<file path="src/rtl/cpu_clk_ctrl_pkg.sv">
// Shared definitions for the CPU clock controller: FSM encoding and default timing values.
package cpu_clk_ctrl_pkg;

    typedef enum logic [2:0] {
        ST_IDLE    = 3'd0,
        ST_RUN     = 3'd1,
        ST_STEP_HI = 3'd2,
        ST_STEP_LO = 3'd3,
        ST_HALTED  = 3'd4
    } state_t;

    localparam int DEF_DIV        = 500;
    localparam int DEF_DEB_CYCLES = 20000;
    localparam int DEF_CNT_W      = 16;

endpackage

</file>
<file path="src/rtl/cpu_clk_ctrl_btn_debounce.sv">
// Push-button conditioner: 2-flop synchronizer, stable-level debounce counter and
// a one-cycle pulse on each accepted 0->1 transition.
module btn_debounce
    import cpu_clk_ctrl_pkg::*;
#(
    parameter int DEB_CYCLES = DEF_DEB_CYCLES
) (
    input  logic i_clk,
    input  logic i_reset,
    input  logic i_btn,
    output logic o_pulse
);

    localparam int CW = (DEB_CYCLES > 1) ? $clog2(DEB_CYCLES) : 1;

    logic          r_sync1;
    logic          r_sync2;
    logic          r_stable;
    logic          r_pulse;
    logic [CW-1:0] r_cnt;
    logic          w_done;

    assign w_done  = (r_cnt == CW'(DEB_CYCLES - 1));
    assign o_pulse = r_pulse;

    always_ff @(posedge i_clk) begin
        if (i_reset) begin
            r_sync1  <= 1'b0;
            r_sync2  <= 1'b0;
            r_stable <= 1'b0;
            r_pulse  <= 1'b0;
            r_cnt    <= '0;
        end else begin
            r_sync1 <= i_btn;
            r_sync2 <= r_sync1;
            r_pulse <= 1'b0;
            // Any sample agreeing with the accepted level restarts the count.
            if (r_sync2 == r_stable) begin
                r_cnt <= '0;
            end else if (w_done) begin
                r_stable <= r_sync2;
                r_pulse  <= r_sync2;
                r_cnt    <= '0;
            end else begin
                r_cnt <= r_cnt + CW'(1);
            end
        end
    end

endmodule

</file>
<file path="src/rtl/cpu_clk_ctrl.sv">
// CPU core clock generator: free-running divided clock or single-step periods,
// parking clk low after a complete period on halt or mode change.
module cpu_clk_ctrl
    import cpu_clk_ctrl_pkg::*;
#(
    parameter int DIV        = DEF_DIV,
    parameter int DEB_CYCLES = DEF_DEB_CYCLES,
    parameter int CNT_W      = DEF_CNT_W
) (
    input  logic             sysclk,
    input  logic             reset,
    input  logic             run_sw,
    input  logic             step_btn,
    input  logic             halt,
    output logic             clk,
    output logic             cpu_tick,
    output logic [2:0]       state,
    output logic [CNT_W-1:0] cycle_cnt
);

    localparam int PW = (DIV < 1) ? 1 : $clog2(DIV + 1);

    state_t           r_state;
    logic             r_clk;
    logic             r_tick;
    logic [CNT_W-1:0] r_cnt;
    logic [PW-1:0]    r_phase;
    logic [1:0]       r_run_sync;
    logic [1:0]       r_halt_sync;

    state_t           w_state_nxt;
    logic             w_clk_nxt;
    logic             w_tick_nxt;
    logic [PW-1:0]    w_phase_nxt;
    logic             w_phase_end;
    logic             w_run;
    logic             w_halt;
    logic             w_step;

    btn_debounce #(.DEB_CYCLES(DEB_CYCLES)) u_step_deb (
        .i_clk   (sysclk),
        .i_reset (reset),
        .i_btn   (step_btn),
        .o_pulse (w_step)
    );

    assign w_run       = r_run_sync[1];
    assign w_halt      = r_halt_sync[1];
    assign w_phase_end = (r_phase == PW'(DIV));

    assign clk       = r_clk;
    assign cpu_tick  = r_tick;
    assign state     = r_state;
    assign cycle_cnt = r_cnt;

    always_ff @(posedge sysclk) begin
        if (reset) begin
            r_state     <= ST_IDLE;
            r_clk       <= 1'b0;
            r_tick      <= 1'b0;
            r_cnt       <= '0;
            r_phase     <= '0;
            r_run_sync  <= 2'b00;
            r_halt_sync <= 2'b00;
        end else begin
            r_state     <= w_state_nxt;
            r_clk       <= w_clk_nxt;
            r_tick      <= w_tick_nxt;
            r_phase     <= w_phase_nxt;
            r_run_sync  <= {r_run_sync[0], run_sw};
            r_halt_sync <= {r_halt_sync[0], halt};
            if (w_tick_nxt) begin
                r_cnt <= r_cnt + CNT_W'(1);
            end
        end
    end

    always_comb begin
        w_state_nxt = r_state;
        w_clk_nxt   = r_clk;
        w_tick_nxt  = 1'b0;
        case (r_state)
            ST_IDLE: begin
                w_clk_nxt = 1'b0;
                if (w_halt) begin
                    w_state_nxt = ST_HALTED;
                end else if (w_run) begin
                    w_state_nxt = ST_RUN;
                end else if (w_step) begin
                    w_state_nxt = ST_STEP_HI;
                    w_clk_nxt   = 1'b1;
                    w_tick_nxt  = 1'b1;
                end
            end
            ST_RUN: begin
                // Stop decisions are taken only where a rise is due, so a high phase is never cut.
                if (w_phase_end) begin
                    if (r_clk) begin
                        w_clk_nxt = 1'b0;
                    end else if (w_halt) begin
                        w_state_nxt = ST_HALTED;
                    end else if (!w_run) begin
                        w_state_nxt = ST_IDLE;
                    end else begin
                        w_clk_nxt  = 1'b1;
                        w_tick_nxt = 1'b1;
                    end
                end
            end
            ST_STEP_HI: begin
                if (w_phase_end) begin
                    w_clk_nxt   = 1'b0;
                    w_state_nxt = ST_STEP_LO;
                end
            end
            ST_STEP_LO: begin
                if (w_phase_end) begin
                    w_state_nxt = w_halt ? ST_HALTED : ST_IDLE;
                end
            end
            ST_HALTED: begin
                w_clk_nxt = 1'b0;
            end
            default: begin
                w_state_nxt = ST_IDLE;
                w_clk_nxt   = 1'b0;
            end
        endcase
        w_phase_nxt = (w_state_nxt != r_state || w_phase_end) ? '0 : r_phase + PW'(1);
    end

endmodule

</file>
<file path="config.mk">
export PLATFORM = sky130hd
export DESIGN_NAME = cpu_clk_ctrl
export DESIGN_NICKNAME = d
export VERILOG_FILES = /design/src/rtl/cpu_clk_ctrl_pkg.sv /design/src/rtl/cpu_clk_ctrl_btn_debounce.sv /design/src/rtl/cpu_clk_ctrl.sv
export SDC_FILE = /design/constraint.sdc
export NUM_CORES = 1
export LEC_CHECK = 0
export CAP_MARGIN = 20
export CORE_MARGIN = 5
export CORE_UTILIZATION = 56
export DETAILED_ROUTE_END_ITERATION = 8
export GPL_TIMING_DRIVEN = 1
export PLACE_DENSITY_LB_ADDON = 0.1
export SYNTH_ARGS = -nofsm -noshare
export SYNTH_HDL_FRONTEND = slang
export SYNTH_SLANG_ARGS = --single-unit
</file>
<file path="constraint.sdc">
create_clock -name sysclk -period 2.15 [get_ports sysclk]
set_clock_uncertainty 0.05 [all_clocks]
set_input_delay 0.3225 -clock sysclk [delete_from_list [all_inputs] [get_ports sysclk]]
set_output_delay 0.3225 -clock sysclk [all_outputs]
set_load 0.05 [all_outputs]
</file>
## Word-level counts from Yosys, hierarchy flattened

Index checks and enable logic that the tools add are counted.

- Mux-type cells: 22
- Bitwise logic cells: 3
- Equality and inequality tests: 10
- Reduce and logical (&&, ||, !) cells: 7
- $add $sub $neg: 3

Operators by type and width:

| cell | count |
|---|---|
| 2-to-1 mux 3 bit | 10 |
| adder 16 x 1 -> 16 bit (second input constant) | 1 |
| adder 15 x 1 -> 15 bit (second input constant) | 1 |
| equality test 15 bit (second input constant) | 1 |
| case mux 3 bit (5 select lines) | 1 |
| adder 9 x 1 -> 9 bit (second input constant) | 1 |
| equality test 9 bit (second input constant) | 1 |
| 2-to-1 mux 1 bit | 9 |
| equality test 3 x 2 -> 1 bit (second input constant) | 2 |
| OR reduction 3 bit | 2 |
| != test 2 bit (second input constant) | 2 |
| case mux 1 bit (4 select lines) | 1 |
| equality test 3 x 1 -> 1 bit (second input constant) | 1 |
| equality test 3 bit (second input constant) | 1 |
| zero test 3 bit | 1 |
| != test 3 bit | 1 |
| inverter 1 bit | 3 |
| AND reduction 3 bit | 1 |
| case mux 1 bit (2 select lines) | 1 |
| AND reduction 2 bit | 1 |
| OR reduction 2 bit | 1 |
| equality test 1 bit | 1 |
| logical OR 1 bit | 1 |

- Input port bits: 5
- Bits in registers: 53

## Logic depth before layout (Yosys ltp)

Gate-level depths: netlist of the first run.

- Word-level depth: 8
- Gate-level depth with buffers: 8
- Gate-level depth less buffers: 6

## By module

Synthesis of the first run repeated with hierarchy kept, for this count alone.

- Cell total of the unflattened synthesis: 279
- Area total of the unflattened synthesis: 2,548.7 um^2

Modules (own cells, without submodules):

| module | sequential area each (um^2) | area each (um^2) | instances | cells an instance |
|---|---|---|---|---|
| cpu_clk_ctrl | 680.7 | 1,737.9 | 1 | 190 |
| btn_debounce | 380.4 | 810.8 | 1 | 89 |

## Least setup slack after synthesis of the first run

OpenSTA, ideal clock, no wires.

- Path kind: flip-flop to flip-flop
- Start point: register r_state[1] (netlist: state[1])
- End point: register r_cnt[11] (netlist: cycle_cnt[11])
- Slack: -51 ps
- Buffers on the path: 2
- Data arrival time: 2,027 ps
- Data required time: 1,977 ps
- Stages on the path, launching flop included: 7
- Cell sequence: dfxtp_1 -> buf_2 -> or3_4 -> a21o_4 -> buf_6 -> nor4_1 -> mux2_1

- Longest elaborated chain between the ends: 2
- Elaborated cells between the ends (all ways): 3
- Classes of those cells: 1 x eq/ne; 1 x mux; 1 x reduce/logical

Ends and longest elaborated chain:

| element | RTL line | text |
|---|---|---|
| start: declaration | cpu_clk_ctrl.sv:23 | `state_t r_state;` |
| start signal: assignment | cpu_clk_ctrl.sv:66 | `r_state <= w_state_nxt;` |
| equality test 3 x 1 -> 1 bit or zero test 3 bit (tied branches) | cpu_clk_ctrl.sv:82 | `case (r_state)` |
| case mux 1 bit (2 select lines) * | cpu_clk_ctrl.sv:82 |  |
| end signal: assignment | cpu_clk_ctrl.sv:73 | `r_cnt <= r_cnt + CNT_W'(1);` |
| end: declaration | cpu_clk_ctrl.sv:26 | `logic [CNT_W-1:0] r_cnt;` |

Mark *: on every way between the ends. The rest lies on a longest branch, timed or not.
A chain may end at the register's enable or synchronous reset.

## Worst setup path after layout of the first run

- Start point: register r_state[2] (netlist: state[2])
- End point: output state[2]

RTL lines:

| element | RTL line | text |
|---|---|---|
| end: declaration | cpu_clk_ctrl.sv:17 | `output logic [2:0] state,` |

No word-level cell between the ends.

==> results of run 1 <==
==> flip-flops by register name, summed over array words and instances, names as in the netlist <==
name and count:
u_step_deb.o_pulse 1, cpu_tick 1, u_step_deb.r_cnt 15, r_phase 9, state 3, cycle_cnt 16
clk 1, r_run_sync 2, u_step_deb.r_sync2 1, u_step_deb.r_stable 1, r_halt_sync 2, u_step_deb.r_sync1 1
==> power by group through the flow <==
stage / Clock [W] / Combinational [W] / Sequential [W]
floorplan: 0 / 0.0000618 / 0.00104
global placement: 0 / 0.000101 / 0.00103
detailed placement: 0 / 0.000103 / 0.00103
CTS: 0.000724 / 0.000103 / 0.00101
global route: 0.000770 / 0.000113 / 0.00101
finish: 0.000703 / 0.000102 / 0.00101
==> worst max-delay path, stage by stage, from the launching register on <==
cell and delay (ps):
dfxtp_1 400, buf_4 160, clkdlybuf4s50_1 800
==> through the flow <==
stage / area [µm²] / worst slack [ps] / hold slack [ps] / instances / util (%)
after floorplan: 2500 / 62.8 / 364 / 277 / -
after global placement: 2830 / 218 / 367 / 349 / 64.9
after detailed placement: 2830 / 185 / 376 / 349 / 64.9
after CTS: 2950 / 87.6 / 399 / 357 / 67.7
after global routing: 2950 / 26.3 / 418 / 357 / 67.7
final: 2950 / 105 / 395 / 357 / 67.7
==> synth_stat cells, types with 2 or more instances <==
cell      instances  share of area [%]
a21oi_1           8                1.6
a31oi_1           2               0.50
and2_1            4                1.0
and3_1            4                1.0
and4_1            6                2.1
buf_2             4               0.80
buf_6             3                1.4
clkbuf_1          6               0.90
dfxtp_1          53                 42
ha_1              4                2.0
inv_1            11                1.7
mux2_1            4                1.8
mux2_2            3                1.4
nand2_1          11                1.7
nand3_1          11                2.2
nand4_1          13                3.3
nor2_1           39                5.9
nor2b_1          14                3.5
nor3_1            5                1.0
nor4_1            6                1.5
nor4_2            2                1.0
o21ai_0           3               0.60
o311ai_0          2               0.70
o31ai_1           4                1.2
o41ai_1           3                1.1
or2_2             3               0.75
or3_1             2               0.50
or3b_1            2               0.70
or4_1             6                1.8
or4b_2            2               0.80
xnor2_1          10                3.5
xor2_1           11                3.9
==> kinds of logic (layout without fill, tap and decap cells) <==
logic type | after synthesis | after routing | share of synthesized area [%]
multiplexers | 8 | 8 | 3.55
flip-flops | 53 | 53 | 42.4
buffers and inverters | 25 | 53 | 5.00
adder cells (fa/ha/maj) | 5 | 5 | 2.40
XOR/XNOR | 21 | 21 | 7.35
AND/OR/NAND/NOR | 137 | 137 | 31.2
AO/OA/AOI/OAI | 28 | 28 | 8.10
==> worst max-delay path by stage <==
stage | start | endpoint | slack, ps | depth (start not counted)
final | state[2] | state[2] | 110 | 2
after CTS | state[2] | state[2] | 90 | 2
after floorplan | state[1] | cycle_cnt[11] | 60 | 6
after detailed placement | state[0] | cycle_cnt[15] | 180 | 4
after global routing | cycle_cnt[2] | cycle_cnt[9] | 30 | 4
after global placement | state[0] | cycle_cnt[15] | 220 | 4
==> layout make-up <==
type                            instances  share of cell area (%)
Clock buffer                            6                    2.80
Clock inverter                          2                    1.27
Inverter                               11                    1.40
Multi-Input combinational cell        199                    44.6
Sequential cell                        53                    36.1
Tap cell                               52                    2.21
Timing Repair Buffer                   34                    11.6
==> per-layer routing <==
metal | global-route usage [%] | up-vias | share of wire (%)
met4 | 6.29 | 0 | 1.9
met3 | 4.33 | 7 | 4.9
met2 | 26.6 | 44 | 47
li1 | - | 1035 | -
met5 | 0 | - | 0
met1 | 20.4 | 923 | 46
==> flow_metrics.py, run 1 <==
metrics = {
    "power_and_ir_drop": {
        "report.power.total_w": 0.00181,
        "power_frac_clock_pct": 38.8,
        "switching_power_w": 0.000394,
        "p_leak_nw": 1.03,
        "max-vdd-ir-drop_uv": 399,
        "internal_power_w": 0.00142,
        "p_sw_share_pct": 21.7,
        "sequentialPowerShare_pct": 55.6,
        "p_per_area_nw_per_um2": 615,
        "power_frac_comb_pct": 5.6,
    },
    "detailed_routing": {
        "ant_nets": 0,
        "firstDrtPassIters": 4,
        "drtIter0Drc": 165,
        "wl_um": 4640,
        "route.vias.total": 2009,
        "wire_per_inst_um": 13.0,
        "drcViolationCount": 0,
        "vias_per_cell": 5.63,
    },
    "clock_tree": {
        "cts-resized-gates": 0,
        "cts_tree": "done",
        "cts_setup_buffers": 0,
        "cts.clk_slew.worst_paths_ps": 100,
        "clockBufferDepth": 2,
        "cts_buffers": 5,
        "clk_latency_ps": 310,
        "cts_hold_buffers": 0,
        "cts.htree.levels": 2,
        "cts_num_sinks": 53,
        "clock-root-buffer": "clkbuf_8",
    },
    "cells_and_area": {
        "nets": 313,
        "final_common_cell": "dfxtp_1",
        "layout-drive-gt1-share_pct": 10.8,
        "nFillCells": 353,
        "multi_input_area_um2": 1320,
        "regArea_um2": 1060,
        "final_cell_mix": "51 x dfxtp_1, 39 x nor2_1, 25 x clkdlybuf4s50_1",
        "n_antenna_cell": 0,
        "syn_to_final_growth_pct": 17.9,
    },
    "place": {
        "dp_hpwl_um": 3240,
        "place.gp.congestion": 0.808,
        "port_buffers": 25,
    },
    "global_routing": {
        "grt_pass1_wl_um": 8110,
        "first_global_vias": 1828,
        "antenna_found_initial": 0,
        "grt_util_all_layers_pct": 16.3,
        "grt-ovfl-total": 0,
        "grt_max_degree": 27,
    },
    "synthesis": {
        "syn_area_per_cell_um2": 9.03,
        "ys.warnings.count": 0,
        "synth_seq_cells": 53,
        "synth_nets": 286,
        "syn_area_um2": 2500,
        "syn_inst": 277,
        "synth_edf_count": 0,
        "synthFlopType": "dfxtp_1",
        "ys_types": 48,
        "async_reset_ff_share_pct": 0,
        "yosysSeqAreaShare_pct": 42.4,
    },
    "worst_setup_path": {
        "rrSetupSlack_ps": 150,
        "path_class": "reg2out",
        "required_ps": 1780,
        "timing.rr.end": "cycle_cnt[9]",
        "rr_startpoint": "state[0]",
        "end_kind": "primary output",
        "crit_arrival_ps": 1670,
        "path_max_fanout": 5,
        "r2r_cells": 4,
        "crit_path_start_kind": "flip-flop",
    },
    "timing": {
        "slew_headroom_pct": 66.7,
        "setup_tns_ps": 0,
        "fmax_mhz": 489,
        "final-setup-viol-count": 0,
        "slew_violations": 0,
        "rsz0062_at_grt": "false",
        "fin_crit_sh_pct": 95.1,
        "tightest_slew_ps": 498,
        "finalCriticalPeriod_ps": 2040,
        "hold_viol_final": 0,
    },
    "status": {
        "outcome": "completed",
    },
    "floorplan": {
        "rows": 24,
        "ios": 26,
        "die-area_um2": 5900,
        "start_util_pct": 57.4,
        "fp.coreArea_um2": 4350,
        "die_x_um": 76.8,
        "die-height_um": 76.8,
    },
    "worst_hold_path": {
        "min-delay-start": "u_step_deb.r_sync1",
        "min_to": "u_step_deb.r_sync2",
        "holdPathStages": 1,
        "hold_path_class": "reg2reg",
    },
    "flow_run": {
        "cap_violations": 0,
    },
}
No activity file was read; power rests on OpenSTA's default activity.
==> inputs of run 2 (changes only) <==
- CORE_UTILIZATION: 56 -> 60
- clock period: 2.15 -> 2.4 ns (I/O delays scaled with it)
==> run 2 against run 1 <==
Cell count decreased by 2.0%. Cell area decreased by 2.3%. Hold slack improved by 2.9 ps. Clock power down 9.4%.
==> flow_metrics.py, run 2 (same netlist as run 1, synthesis figures left out) <==
metrics = {
    "floorplan": {
        "die_x_um": 74.6,
        "start_util_pct": 62.1,
        "ios": 26,
        "die-height_um": 74.6,
        "fp.coreArea_um2": 4030,
        "rows": 23,
        "die-area_um2": 5560,
    },
    "clock_tree": {
        "cts_buffers": 5,
        "cts.clk_slew.worst_paths_ps": 100,
        "cts-resized-gates": 0,
        "cts.htree.levels": 2,
        "cts_setup_buffers": 0,
        "cts_num_sinks": 53,
        "clockBufferDepth": 2,
        "cts_tree": "done",
        "clk_latency_ps": 310,
        "cts_hold_buffers": 0,
        "clock-root-buffer": "clkbuf_8",
    },
    "place": {
        "place.gp.congestion": 0.838,
        "port_buffers": 25,
        "dp_hpwl_um": 3180,
        "place_area_um2": 2760,
    },
    "worst_hold_path": {
        "hold_path_class": "reg2reg",
        "holdPathStages": 1,
    },
    "global_routing": {
        "grt_pass1_wl_um": 8250,
        "grt_util_all_layers_pct": 18.9,
        "grt_max_degree": 29,
        "antenna_found_initial": 0,
        "first_global_vias": 1874,
        "grt-ovfl-total": 0,
    },
    "cells_and_area": {
        "final_cell_mix": "53 x dfxtp_1, 39 x nor2_1, 25 x clkdlybuf4s50_1",
        "layout-drive-gt1-share_pct": 8.67,
        "nets": 308,
        "fin_util_pct": 71.5,
        "syn_to_final_growth_pct": 15.1,
        "final_common_cell": "dfxtp_1",
        "fin_area_um2": 2880,
        "largest_register_ffs": 16,
        "n_antenna_cell": 0,
    },
    "flow_run": {
        "cap_violations": 0,
    },
    "worst_setup_path": {
        "path_max_fanout": 15,
        "crit_arrival_ps": 2230,
        "r2r_cells": 4,
        "path_class": "reg2reg",
        "end_kind": "flip-flop",
        "crit_path_start_kind": "flip-flop",
        "required_ps": 2540,
    },
    "timing": {
        "hold_viol_final": 0,
        "rsz0062_at_grt": "false",
        "tightest_slew_ps": 502,
        "final-setup-viol-count": 0,
        "fmax_mhz": 477,
        "slew_headroom_pct": 66.4,
        "fin_crit_sh_pct": 87.3,
        "slew_violations": 0,
        "setup_tns_ps": 0,
        "finalCriticalPeriod_ps": 2090,
    },
    "power_and_ir_drop": {
        "max-vdd-ir-drop_uv": 425,
        "p_per_area_nw_per_um2": 563,
        "report.power.total_w": 0.00162,
        "p_leak_nw": 0.997,
    },
    "detailed_routing": {
        "route.vias.total": 2039,
        "wl_um": 4680,
        "drtIter0Drc": 116,
        "vias_per_cell": 5.83,
        "drcViolationCount": 0,
        "wire_per_inst_um": 13.4,
        "firstDrtPassIters": 4,
        "ant_nets": 0,
    },
    "status": {
        "outcome": "completed",
    },
}
-- run 2: cell types whose count changed in the layout (fill, tap and decap cells not counted) --
| cell | previous run | this run |
|---|---|---|
| dfxtp_1 | 51 | 53 |
| clkinv_4 | 0 | 1 |
| inv_8 | 0 | 1 |
| dfxtp_2 | 2 | 0 |
| buf_4 | 7 | 4 |
| clkinvlp_4 | 1 | 0 |
| buf_12 | 2 | 0 |
| clkbuf_8 | 6 | 5 |
-- run 2: worst paths after layout --
path                                          start                   to  slack (ps)
worst max-delay path            u_step_deb.r_cnt[8]  u_step_deb.r_cnt[8]         310
worst min-delay path                  r_run_sync[0]        r_run_sync[1]         400
worst max register to register  u_step_deb.r_cnt[8]  u_step_deb.r_cnt[8]         310
worst min register to register        r_run_sync[0]        r_run_sync[1]         400
-- run 2: through the flow --
step,instances,setup WS [ps],hold slack (ps)
after floorplan,277,199,364
after global placement,342,376,368
after detailed placement,342,321,379
after CTS,350,296,404
after global routing,350,172,422
final,350,305,398
-- run 2: cell type report --
| type | count | area (µm²) |
|---|---|---|
| Multi-Input combinational cell | 199 | 1320 |
| Fill cell | 319 | 1150 |
| Sequential cell | 53 | 1060 |
| Timing Repair Buffer | 29 | 280 |
| Clock buffer | 5 | 68.8 |
| Tap cell | 50 | 62.6 |
| Clock inverter | 3 | 50.0 |
| Inverter | 11 | 41.3 |
-- run 2: worst max-delay path, cell delays in order, from the launching register on --
cell and delay [ps]:
dfxtp_1 390, or4_1 560, nor4_2 390, or3_1 480, nor2_1 110
-- run 2: per-layer routing --
| layer | up-vias | GRT usage (%) | share of wire, % | wire (µm) |
|---|---|---|---|---|
| li1 | 1032 | - | - | - |
| met1 | 960 | 23.2 | 45 | 2120 |
| met2 | 42 | 31.7 | 49 | 2290 |
| met3 | 5 | 5.95 | 4.9 | 230 |
| met4 | 0 | 5.93 | 0.96 | 45 |
| met5 | - | 0 | 0 | 0 |
-- run 2: where the power goes --
group / leakage [nW] / internal, W / switching (W)
Sequential: 0.429 / 0.000891 / 0.0000106
Combinational: 0.508 / 0.0000330 / 0.0000481
Clock: 0.0603 / 0.000320 / 0.000317
==> inputs of run 3 (changes only) <==
- CORE_UTILIZATION: 60 -> 63
- CTS_BUF_LIST: default -> sky130_fd_sc_hd__clkbuf_4 sky130_fd_sc_hd__clkbuf_8
==> run 3 against run 2 <==
First-iteration DRC count grew 49%. Routed wire length down 3.1%. Register-to-register slack about the same. Utilization is 1.5 points higher. Flip-flop and latch count did not move. Sequential power about the same. Cell area decreased by 0.87%. Die area is 4.1% lower. Non-clock buffer count decreased by 1. Critical path depth grew 3. Clock power down 16%. Sequential share of layout area rose by 0.32 points. Critical path type unchanged. Largest cell class unchanged. Largest power group unchanged.
==> flow_metrics.py, run 3 (same netlist as run 1, synthesis figures left out) <==
metrics = {
    "status": {
        "outcome": "completed",
    },
    "floorplan": {
        "ios": 26,
        "die-height_um": 73.0,
        "rows": 23,
        "fp.coreArea_um2": 3910,
        "die-area_um2": 5330,
        "die_x_um": 73.0,
        "start_util_pct": 63.9,
    },
    "worst_setup_path": {
        "cp_num_buf_inv": 2,
        "crit_arrival_ps": 2250,
        "required_ps": 2550,
        "end_kind": "flip-flop",
        "slowest_delay_ps": 590,
        "critical_path.slowest_cell": "a21boi_2",
        "r2r_cells": 7,
        "rr_startpoint": "r_phase[0]",
        "rrSetupSlack_ps": 300,
        "crit_path_start_kind": "flip-flop",
        "worstPathCellList": "inv_1 -> ha_1 -> and4b_1 -> a21boi_2 -> buf_4 -> o311ai_0 -> o41ai_1",
        "timing.rr.end": "cycle_cnt[6]",
        "critPathTopFamily": "compound AO/OA/AOI/OAI gates",
        "path_class": "reg2reg",
        "path_max_fanout": 18,
    },
    "clock_tree": {
        "clockBufferDepth": 2,
        "cts_tree": "done",
        "cts_buffers": 5,
        "cts.clk_slew.worst_paths_ps": 90,
        "cts.htree.levels": 2,
        "cts_hold_buffers": 0,
        "cts_setup_buffers": 0,
        "cts_num_sinks": 53,
        "clk_latency_ps": 300,
        "clock-root-buffer": "clkbuf_8",
        "cts-resized-gates": 0,
    },
    "detailed_routing": {
        "vias_per_cell": 5.88,
        "ant_nets": 0,
        "drtIter0Drc": 173,
        "drcViolationCount": 0,
        "firstDrtPassIters": 4,
        "wl_um": 4540,
        "route.vias.total": 2053,
        "wire_per_inst_um": 13.0,
    },
    "flow_run": {
        "cap_violations": 0,
    },
    "timing": {
        "finalCriticalPeriod_ps": 2100,
        "final-setup-viol-count": 0,
        "rsz0062_at_grt": "false",
        "fin_crit_sh_pct": 87.5,
        "tightest_slew_ps": 728,
        "hold_viol_final": 0,
        "slew_headroom_pct": 51.2,
        "fmax_mhz": 476,
        "slew_violations": 0,
        "setup_tns_ps": 0,
    },
    "cells_and_area": {
        "final_cell_mix": "53 x dfxtp_1, 39 x nor2_1, 25 x clkdlybuf4s50_1",
        "nets": 307,
        "largest_register_ffs": 16,
        "fin_area_um2": 2850,
        "syn_to_final_growth_pct": 14.1,
        "final_common_cell": "dfxtp_1",
        "n_antenna_cell": 0,
        "layout-drive-gt1-share_pct": 8.36,
    },
    "worst_hold_path": {
        "min_to": "u_step_deb.r_sync2",
        "min-delay-start": "u_step_deb.r_sync1",
        "hold_path_class": "reg2reg",
        "holdPathStages": 1,
    },
    "global_routing": {
        "grt_max_degree": 27,
        "antenna_found_initial": 0,
        "grt-ovfl-total": 0,
        "grt_pass1_wl_um": 8360,
        "first_global_vias": 1891,
        "grt_util_all_layers_pct": 19.4,
    },
    "power_and_ir_drop": {
        "p_per_area_nw_per_um2": 533,
        "max-vdd-ir-drop_uv": 389,
        "p_leak_nw": 0.985,
    },
    "place": {
        "dp_hpwl_um": 3270,
        "place.gp.congestion": 0.820,
        "place_area_um2": 2750,
        "port_buffers": 25,
    },
}
run 3: changes by cell type in the layout (fill, tap and decap cells not counted):
| cell | change |
|---|---|
| bufinv_16 | -1 |
| clkbuf_8 | +2 |
| clkinv_4 | -1 |
| inv_8 | -1 |
| clkinv_2 | +1 |
| buf_4 | -1 |
run 3: how the worst max path moves through the flow:
stage	slack (ps)	end	startpoint	depth (start not counted)
5_1_grt	130	cycle_cnt[15]	r_phase[0]	6
4_1_cts	290	cycle_cnt[15]	r_phase[0]	6
3_5_place_dp	300	cycle_cnt[15]	r_phase[0]	6
2_1_floorplan	200	cycle_cnt[11]	state[1]	6
6_report	300	cycle_cnt[6]	r_phase[0]	7
3_3_place_gp	310	cycle_cnt[15]	r_phase[0]	6
run 3: power by group:
part           switching (W)  internal (W)  leakage (nW)
clock network       0.000277      0.000261        0.0542
logic              0.0000478     0.0000332         0.502
registers          0.0000116      0.000891         0.429
total               0.000336       0.00119         0.985
run 3: worst reg2reg max path, delay by kind of cell, from the launching register on:
kind                       cells  cell delay, ps
AOI/OAI and AO/OA              3             830
DFF                            1             370
buffers and inverters          2             340
and+or+nand+nor                1             250
adders and majority gates      1             180
run 3: per-layer routing:
metal	part of all wire (%)	wire, µm	track usage, %	vias to the layer above
li1	-	-	-	1033
met1	46	2070	25.0	963
met2	47	2150	31.3	46
met3	4.8	216	4.41	11
met4	2.0	91	7.38	0
met5	0	0	0	-
run 3: layout make-up:
type | instances | area (µm²)
well taps | 50 | 62.6
inverters | 11 | 41.3
fillers | 325 | 1060
clock buffers | 7 | 96.3
repair buffers | 28 | 273
flip-flops and latches | 53 | 1060
multi-input cells | 199 | 1320
clock inverters | 1 | 5.00
run 3: through the flow:
stage / total power, W / cells / setup slack [ps] / hold WS [ps] / utilization, %
2_1_floorplan: 0.000983 / 277 / 199 / 364 / -
4_1_cts: 0.00155 / 349 / 286 / 395 / 72.9
3_3_place_gp: 0.00100 / 341 / 308 / 366 / 70.3
5_1_grt: 0.00159 / 349 / 134 / 418 / 72.9
6_report: 0.00152 / 349 / 300 / 392 / 72.9
3_5_place_dp: 0.00100 / 341 / 303 / 373 / 70.3
